## src/rtl/mem_stage_pkg.sv

```systemverilog
// Shared definitions for the memory-access stage: access-size encoding,
// FSM state encoding and the default handshake timeout.
package mem_stage_pkg;

    // memSize encoding; the reserved code behaves as a word access
    localparam logic [1:0] MEM_SIZE_BYTE = 2'b00;
    localparam logic [1:0] MEM_SIZE_HALF = 2'b01;
    localparam logic [1:0] MEM_SIZE_WORD = 2'b10;
    localparam logic [1:0] MEM_SIZE_RSVD = 2'b11;

    localparam int TIMEOUT_CYCLES_DEFAULT = 16;

    typedef enum logic [1:0] {
        ST_IDLE = 2'd0,
        ST_WAIT = 2'd1,
        ST_DONE = 2'd2
    } state_e;

endpackage

```

## src/rtl/mem_stage_load_store_align.sv

```systemverilog
// Lane steering for aligned sub-word accesses: byte enables, store data
// replication, load lane extraction with sign/zero extension, and the
// misalignment check.
module load_store_align
    import mem_stage_pkg::*;
(
    input  logic [1:0]  addr_lo_i,
    input  logic [1:0]  mem_size_i,
    input  logic        load_unsigned_i,
    input  logic [31:0] store_data_i,
    input  logic [31:0] read_word_i,
    output logic [3:0]  byte_enable_o,
    output logic [31:0] write_data_o,
    output logic [31:0] load_value_o,
    output logic        misaligned_o
);

    logic [7:0]  byte_sel;
    logic [15:0] half_sel;

    // Pick the addressed byte and half-word out of the read word
    always_comb begin
        byte_sel = read_word_i[7:0];
        case (addr_lo_i)
            2'd0:    byte_sel = read_word_i[7:0];
            2'd1:    byte_sel = read_word_i[15:8];
            2'd2:    byte_sel = read_word_i[23:16];
            default: byte_sel = read_word_i[31:24];
        endcase
        half_sel = addr_lo_i[1] ? read_word_i[31:16] : read_word_i[15:0];
    end

    // Size-dependent enables, replicated store data and extended load value
    always_comb begin
        byte_enable_o = 4'b1111;
        write_data_o  = store_data_i;
        load_value_o  = read_word_i;
        misaligned_o  = 1'b0;
        case (mem_size_i)
            MEM_SIZE_BYTE: begin
                byte_enable_o = 4'b0001 << addr_lo_i;
                write_data_o  = {4{store_data_i[7:0]}};
                load_value_o  = {{24{~load_unsigned_i & byte_sel[7]}}, byte_sel};
            end
            MEM_SIZE_HALF: begin
                byte_enable_o = addr_lo_i[1] ? 4'b1100 : 4'b0011;
                write_data_o  = {2{store_data_i[15:0]}};
                load_value_o  = {{16{~load_unsigned_i & half_sel[15]}}, half_sel};
                misaligned_o  = addr_lo_i[0];
            end
            default: begin
                misaligned_o  = |addr_lo_i;
            end
        endcase
    end

endmodule

```

## src/rtl/mem_stage.sv

```systemverilog
// Memory-access pipeline stage. Pass-through results retire in one cycle;
// loads/stores go through a req/ready handshake with a bounded wait and
// retire from DONE with a registered, extended result.
//
//   state   | meaning
//   --------+---------------------------------------------------------
//   ST_IDLE | accepting; pass-through and misaligned ops retire here
//   ST_WAIT | dmemRequest held, waiting for dmemReady or timeout
//   ST_DONE | one-cycle retire: resultValid or busError pulse
module mem_stage
    import mem_stage_pkg::*;
#(
    parameter int TIMEOUT_CYCLES = TIMEOUT_CYCLES_DEFAULT,
    parameter int ADDR_WIDTH     = 32
) (
    input  logic                  clock,
    input  logic                  reset,
    input  logic                  inValid,
    input  logic [ADDR_WIDTH-1:0] aluOutput,
    input  logic [31:0]           storeData,
    input  logic                  memRead,
    input  logic                  memWrite,
    input  logic [1:0]            memSize,
    input  logic                  loadUnsigned,
    output logic                  stall,
    output logic                  resultValid,
    output logic [31:0]           memResult,
    output logic                  addressError,
    output logic                  busError,
    output logic                  dmemRequest,
    output logic                  dmemWriteEnable,
    output logic [ADDR_WIDTH-1:0] dmemAddress,
    output logic [3:0]            dmemByteEnable,
    output logic [31:0]           dmemWriteData,
    input  logic [31:0]           dmemReadData,
    input  logic                  dmemReady
);

    localparam int CNT_W = (TIMEOUT_CYCLES > 1) ? $clog2(TIMEOUT_CYCLES) : 1;
    localparam logic [CNT_W-1:0] CNT_TERM = CNT_W'(TIMEOUT_CYCLES - 1);

    state_e                  state_q, state_d;
    logic [CNT_W-1:0]        cnt_q, cnt_d;
    logic [ADDR_WIDTH-1:0]   addr_q, addr_d;
    logic [1:0]              size_q, size_d;
    logic                    unsigned_q, unsigned_d;
    logic                    store_q, store_d;
    logic [3:0]              be_q, be_d;
    logic [31:0]             wdata_q, wdata_d;
    logic                    req_q, req_d;
    logic [31:0]             result_q, result_d;
    logic                    rvalid_q, rvalid_d;
    logic                    aerr_q, aerr_d;
    logic                    berr_q, berr_d;

    logic                    mem_op;
    logic                    use_live;
    logic [1:0]              al_addr_lo;
    logic [1:0]              al_size;
    logic                    al_unsigned;
    logic [3:0]              al_be;
    logic [31:0]             al_wdata;
    logic [31:0]             al_load;
    logic                    al_misaligned;

    assign mem_op   = memRead | memWrite;

    // In IDLE the aligner formats the incoming op; afterwards it decodes the
    // read word against the latched access so upstream changes are harmless.
    assign use_live    = (state_q == ST_IDLE);
    assign al_addr_lo  = use_live ? aluOutput[1:0] : addr_q[1:0];
    assign al_size     = use_live ? memSize        : size_q;
    assign al_unsigned = use_live ? loadUnsigned   : unsigned_q;

    load_store_align u_align (
        .addr_lo_i       (al_addr_lo),
        .mem_size_i      (al_size),
        .load_unsigned_i (al_unsigned),
        .store_data_i    (storeData),
        .read_word_i     (dmemReadData),
        .byte_enable_o   (al_be),
        .write_data_o    (al_wdata),
        .load_value_o    (al_load),
        .misaligned_o    (al_misaligned)
    );

    // Next-state, latch and pulse logic for the access FSM
    always_comb begin
        state_d    = state_q;
        cnt_d      = cnt_q;
        addr_d     = addr_q;
        size_d     = size_q;
        unsigned_d = unsigned_q;
        store_d    = store_q;
        be_d       = be_q;
        wdata_d    = wdata_q;
        req_d      = req_q;
        result_d   = result_q;
        rvalid_d   = 1'b0;
        aerr_d     = 1'b0;
        berr_d     = 1'b0;
        case (state_q)
            ST_IDLE: begin
                if (inValid) begin
                    if (!mem_op) begin
                        rvalid_d = 1'b1;
                        result_d = aluOutput;
                    end else if (al_misaligned) begin
                        aerr_d = 1'b1;
                    end else begin
                        addr_d     = aluOutput;
                        size_d     = memSize;
                        unsigned_d = loadUnsigned;
                        store_d    = memWrite;
                        be_d       = al_be;
                        wdata_d    = al_wdata;
                        req_d      = 1'b1;
                        cnt_d      = '0;
                        state_d    = ST_WAIT;
                    end
                end
            end
            ST_WAIT: begin
                if (dmemReady) begin
                    result_d = store_q ? addr_q : al_load;
                    rvalid_d = 1'b1;
                    req_d    = 1'b0;
                    state_d  = ST_DONE;
                end else if (cnt_q == CNT_TERM) begin
                    berr_d  = 1'b1;
                    req_d   = 1'b0;
                    state_d = ST_DONE;
                end else begin
                    cnt_d = cnt_q + CNT_W'(1);
                end
            end
            ST_DONE: begin
                state_d = ST_IDLE;
            end
            default: begin
                req_d   = 1'b0;
                state_d = ST_IDLE;
            end
        endcase
    end

    // State and output registers with synchronous reset
    always_ff @(posedge clock) begin
        if (reset) begin
            state_q    <= ST_IDLE;
            cnt_q      <= '0;
            addr_q     <= '0;
            size_q     <= '0;
            unsigned_q <= 1'b0;
            store_q    <= 1'b0;
            be_q       <= '0;
            wdata_q    <= '0;
            req_q      <= 1'b0;
            result_q   <= '0;
            rvalid_q   <= 1'b0;
            aerr_q     <= 1'b0;
            berr_q     <= 1'b0;
        end else begin
            state_q    <= state_d;
            cnt_q      <= cnt_d;
            addr_q     <= addr_d;
            size_q     <= size_d;
            unsigned_q <= unsigned_d;
            store_q    <= store_d;
            be_q       <= be_d;
            wdata_q    <= wdata_d;
            req_q      <= req_d;
            result_q   <= result_d;
            rvalid_q   <= rvalid_d;
            aerr_q     <= aerr_d;
            berr_q     <= berr_d;
        end
    end

    // Stall covers the accepting IDLE cycle and every WAIT cycle; it is
    // forced low while reset is applied.
    assign stall = ~reset &
                   (((state_q == ST_IDLE) & inValid & mem_op & ~al_misaligned) |
                    (state_q == ST_WAIT));

    assign resultValid     = rvalid_q;
    assign memResult       = result_q;
    assign addressError    = aerr_q;
    assign busError        = berr_q;
    assign dmemRequest     = req_q;
    assign dmemWriteEnable = store_q;
    assign dmemAddress     = {addr_q[ADDR_WIDTH-1:2], 2'b00};
    assign dmemByteEnable  = be_q;
    assign dmemWriteData   = wdata_q;

endmodule
```

## config.mk

```make
export PLATFORM = sky130hd
export DESIGN_NAME = mem_stage
export DESIGN_NICKNAME = d
export VERILOG_FILES = /design/src/rtl/mem_stage_pkg.sv /design/src/rtl/mem_stage_load_store_align.sv /design/src/rtl/mem_stage.sv
export SDC_FILE = /design/constraint.sdc
export NUM_CORES = 1
export LEC_CHECK = 0
export BUFFER_PORTS_ARGS = -buffer_cell sky130_fd_sc_hd__buf_2
export CAP_MARGIN = 15
export CORE_MARGIN = 5
export CORE_UTILIZATION = 56
export CTS_BUF_LIST = sky130_fd_sc_hd__clkbuf_8
export DETAILED_ROUTE_END_ITERATION = 12
export GPL_ROUTABILITY_DRIVEN = 0
export PLACE_DENSITY = 0.9
export SLEW_MARGIN = 20
export SYNTH_ARGS = -nofsm -noshare
export SYNTH_HDL_FRONTEND = slang
export SYNTH_SLANG_ARGS = --single-unit
```

## constraint.sdc

```tcl
create_clock -name clock -period 4.2 [get_ports clock]
set_clock_uncertainty 0.05 [all_clocks]
set_input_delay 0.42 -clock clock [delete_from_list [all_inputs] [get_ports clock]]
set_output_delay 0.42 -clock clock [all_outputs]
set_load 0.02 [all_outputs]
```

======== Word-level counts from Yosys, hierarchy flattened ========
Cells that the tools add are included.
word-level totals
  output and inout bits ................... 106
  word-level logic and storage cells ...... 96
  input bits .............................. 105
  register bits ........................... 114
cells by class
  bitwise logic cells ..................... 16
  reductions and logical operators ........ 12
  eq/ne operators ......................... 14
  mux-type cells .......................... 39
  shift-type cells ........................ 1
  add/sub/neg operators ................... 1
operator list
  cell                                                                   number
  32-bit one-hot mux with 2 select lines                                 3
  32-bit 2-to-1 mux                                                      4
  4-bit 2-to-1 mux                                                       6
  8-bit one-hot mux with 3 select lines                                  1
  16-bit 2-to-1 mux                                                      1
  4-bit one-hot mux with 2 select lines                                  2
  2-bit 2-to-1 mux                                                       7
  2-bit != test, second input constant                                   7
  4-bit AND reduction                                                    3
  1-bit 2-to-1 mux                                                       11
  1-bit NOT                                                              8
  1-bit bitwise AND                                                      6
  2-bit by 1-bit equality test with 1-bit output, second input constant  3
  2-bit logical NOT                                                      3
  6-bit AND reduction                                                    1
  5-bit AND reduction                                                    1
  4-bit by 1-bit adder with 4-bit output, second input constant          1
  2-bit equality test, second input constant                             2
  4-bit equality test, second input constant                             1
  1-bit one-hot mux with 2 select lines                                  2
  2-bit one-hot mux with 2 select lines                                  1
  4-bit OR reduction                                                     1
  1-bit by 2-bit << shifter with 4-bit output, first input constant      1
  3-bit != test, second input constant                                   1
  5 further kinds                                                        6

======== Longest topological paths before layout ========
  depth after elaboration ................. 9
  gate-level depth with buffers ........... 9

======== Modules after synthesis ========
Synthesis repeated with hierarchy kept, for this count alone.
unflattened totals
  cell total of the unflattened synthesis .. 795
  area, all modules ....................... 6,247.2 um^2
by module, submodules not included
  module            cells an instance  area an instance (um^2)  times used
  mem_stage         616                4,964.8                  1
  load_store_align  179                1,282.5                  1

======== Least setup slack after synthesis ========
No wires, ideal clock.
  path kind ............................... register -> output
  start point ............................. reg state_q[0]
  end point ............................... out stall
  arrival time ............................ 2.062 ns
  setup slack ............................. 1.668 ns
  cell stages (with the launch flop) ...... 8
  required time ........................... 3.730 ns
  path through ............................ dfxtp_1 -> buf_4 -> nor2_4 -> mux2i_2 -> o21ai_0 -> a21o_1 -> clkbuf_1 -> a21oi_1
between the ends
  cells in the longest elaborated chain, start to end .. 8
  elaborated cells between the ends (all ways) .. 14
  classes of those cells .................. 2 x eq/ne; 3 x mux; 6 x bitwise; 3 x reduce/logical
RTL lines
  what                                                                    RTL line                           source
  start, declared                                                         mem_stage.sv:42                    state_e state_q, state_d;
  start signal, assigned                                                  mem_stage.sv:164                   state_q <= state_d;
  2-bit logical NOT                                                       mem_stage.sv:70, mem_stage.sv:183
  2-bit 2-to-1 mux (on tied branches)                                     mem_stage.sv:72, mem_stage.sv:71
  2-bit by 1-bit equality test with 1-bit output (tied with other cells)  mem_stage_load_store_align.sv:39   case (mem_size_i)
  1-bit one-hot mux with 2 select lines                                   mem_stage_load_store_align.sv:39
  1-bit NOT (no line)                                                     -
  1-bit bitwise AND                                                       mem_stage.sv:183                   (((state_q == ST_IDLE) & inValid & mem_op & ~al_misaligned) |
  1-bit OR *                                                              mem_stage.sv:183
  1-bit bitwise AND *                                                     mem_stage.sv:182                   assign stall = ~reset &
  end, declared                                                           mem_stage.sv:25                    output logic stall,
Mark *: on every way between the ends. The rest lies on a longest branch, timed or not.

======== Worst setup path in the final report ========
Ends and elaborated chain as after synthesis.

==> results.ini <==
[drt]
ant_nets=0
wirelength_um=19900
drt_iter0_markers=765
wl_met3_um=2580
drtPass1Iterations=5
top_layer=met4
viasPerCell=6.12
met2WireLength_um=9160
via_count=6264
post-route-drc-count=0
wl_per_cell_um=19.4
m1WireLength_um=7320

[hold_path]
hold_path.class=primary input to register

[run]
maxCapViolations=0

[clock_tree]
clock-sinks=114
htree_levels=4
cts-root-buf=clkbuf_8
ctsResizeCount=0
clk_latency_ps=430
cts_tree=yes
numCtsBuffers=17
clkTransAtPathRegs_ps=60
cts_hold_buf=0
clockBufferDepth=2
cts_setup_buffers=0

[timing]
layout_min_cycle_time_ps=3660
worstMarginPinSlew_ps=918
fin_tns_setup_ps=0
final-setup-viol-count=0
post-route-period-util_pct=87.1
drv_slew=0
slew_headroom_pct=38.8
hold_viol=0
rsz0062_at_grt=no
max_freq_mhz=273

[run_status]
status=completed

[synthesis]
synth_seq_cells=114
synth_edf_count=0
avgSynthCellArea_um2=8.11
synth_top_area_share_pct=39.0
yosys_warnings=0
ys_types=55
synth_flop_cell=dfxtp_1
postSynthCellCount=722
async_flop_share_pct=0
yosys-top-cells-area=dfxtp_1 (39%), nand2_1 (9.4%), a21oi_1 (6.6%)
synth_top_area_cell=dfxtp_1
syn-cell-area_um2=5850
yosysSeqAreaShare_pct=39.0

[setup_path]
worstPathRequired_ps=3730
r2r_setup_slack_ps=910
startpoint_type=register
cp-end-kind=output pin
cp.arrival_ps=3190
critPathMaxFanout=25
crit_type=register to output pin

[place]
dp_hpwl_um=14100
placed_area_um2=6690
port_buffers=208

[floorplanning]
die_x_um=112
die_h_um=112
core_um2=10300
num_io_pins=211
die_area_um2=12600
rows=37
initial_core_util_pct=57.0

[cells_and_area]
syn2layout_area_growth_pct=21.1
multi_input_area_um2=3070
fin_nets=981
drive_above_1_share_pct=31.3
postLayoutCoreUtil_pct=69.0
fillers=869
ff_latch_area_um2=2280
final_cell_area_um2=7090

[grt]
grt_pass1_wl_um=30500
antenna_found_initial=1
gr-usage-all-layers_pct=29.7
grt_max_degree=83
first_global_vias=5812
grt_remaining_overflow=0

[power_and_ir_drop]
power.density_nw_per_um2=432
p_leak_nw=3.07
ir_worst_vdd_uv=226

-- where the power goes --
| part | switching, mW | internal, mW |
|---|---|---|
| clock | 0.450 | 0.563 |
| combinational | 0.537 | 0.279 |
| sequential | 0.0633 | 1.17 |
-- registers in the layout, summed over array words and instances (netlist names) --
name             cells
dmemRequest          1
dmemWriteEnable      1
state_q              2
memResult           32
cnt_q                4
dmemByteEnable       4
busError             1
addressError         1
dmemWriteData       32
resultValid          1
size_q               2
addr_q              32
unsigned_q           1
-- cell usage in the layout (no fill, tap or decap), types with 8 or more instances in the layout --
cell type / synthesis / final
buf_2: 17 / 207
nand2_1: 147 / 147
dfxtp_1: 114 / 114
a21oi_1: 77 / 76
o21ai_0: 44 / 44
nor2_1: 26 / 26
mux2i_1: 25 / 25
clkbuf_8: 0 / 20
nor2b_1: 16 / 16
o21a_1: 16 / 16
nor3_1: 15 / 15
buf_4: 34 / 15
a31oi_1: 14 / 14
a221oi_1: 14 / 14
o211ai_1: 13 / 13
o221ai_1: 12 / 12
and2_1: 11 / 11
a221oi_2: 10 / 10
a211oi_1: 10 / 10
a311oi_1: 9 / 9
inv_1: 8 / 8
a221o_1: 8 / 8
-- stage by stage --
step / power (mW) / std cells / setup WS, ps / hold slack [ps]
final: 3.07 / 1023 / 542 / 161
after global routing: 3.19 / 1023 / 320 / 156
after CTS: 3.05 / 1022 / 621 / 166
after detailed placement: 2.06 / 992 / 1030 / 396
after global placement: 2.04 / 992 / 1160 / 388
after floorplan: 1.81 / 723 / 1670 / 387
-- cell type report --
type	count	area share, %
multi-input combinational	511	43.3
sequential	114	32.2
inverter	9	0.476
timing repair buffer	222	16.2
clock inverter	10	1.55
clock buffer	20	3.88
tap	136	2.40
antenna	1	0.0353
-- synthesized netlist by cell type, drive strengths merged (2+ instances only) --
cell / count
dfxtp: 114
o221ai: 12
a21o: 2
mux2i: 26
inv: 8
o22ai: 4
a31oi: 14
a211oi: 11
o211ai: 13
clkbuf: 34
a221oi: 24
buf: 55
a311oi: 9
nand2: 147
o21a: 16
and2: 13
o21ai: 48
nor4: 4
nor3: 15
nor2b: 16
a221o: 8
a21oi: 78
nand3: 3
nand2b: 2
xor2: 2
nor2: 27
-- path summary, 6_finish.rpt --
kind	startpoint	endpoint	depth (start not counted)
max reg2reg	state_q[0]	dmemWriteData[17]	8
max	state_q[0]	stall	7
min	dmemReady	busError	2
min reg2reg	dmemWriteData[30]	dmemWriteData[30]	2
-- metal layers --
metal / global-route usage (%) / vias to the layer above
met5: 0 / -
met4: 12.9 / 0
met3: 11.2 / 78
met2: 47.3 / 438
met1: 36.0 / 2880
li1: - / 2868
-- critical path, cell delays in order, from the launching register on --
cell and delay, ps:
dfxtp_1 510, buf_4 370, o21ai_0 180, and2_1 400, o21ai_0 540, a21o_2 430, a21oi_1 120, buf_2 200
-- cells by family (layout without fill, tap and decap cells) --
family	after synthesis	in the layout	synth area share (%)
compound gates	242	242	28.1
simple gates	236	236	18.4
mux	26	26	4.51
flops	114	114	39.0
fa+ha+maj	2	2	0.385
xor+xnor	3	3	0.449
other cells	1	3	0.0641
buf+inv	98	261	9.08
Note: power is estimated with default switching activity, not from simulation.
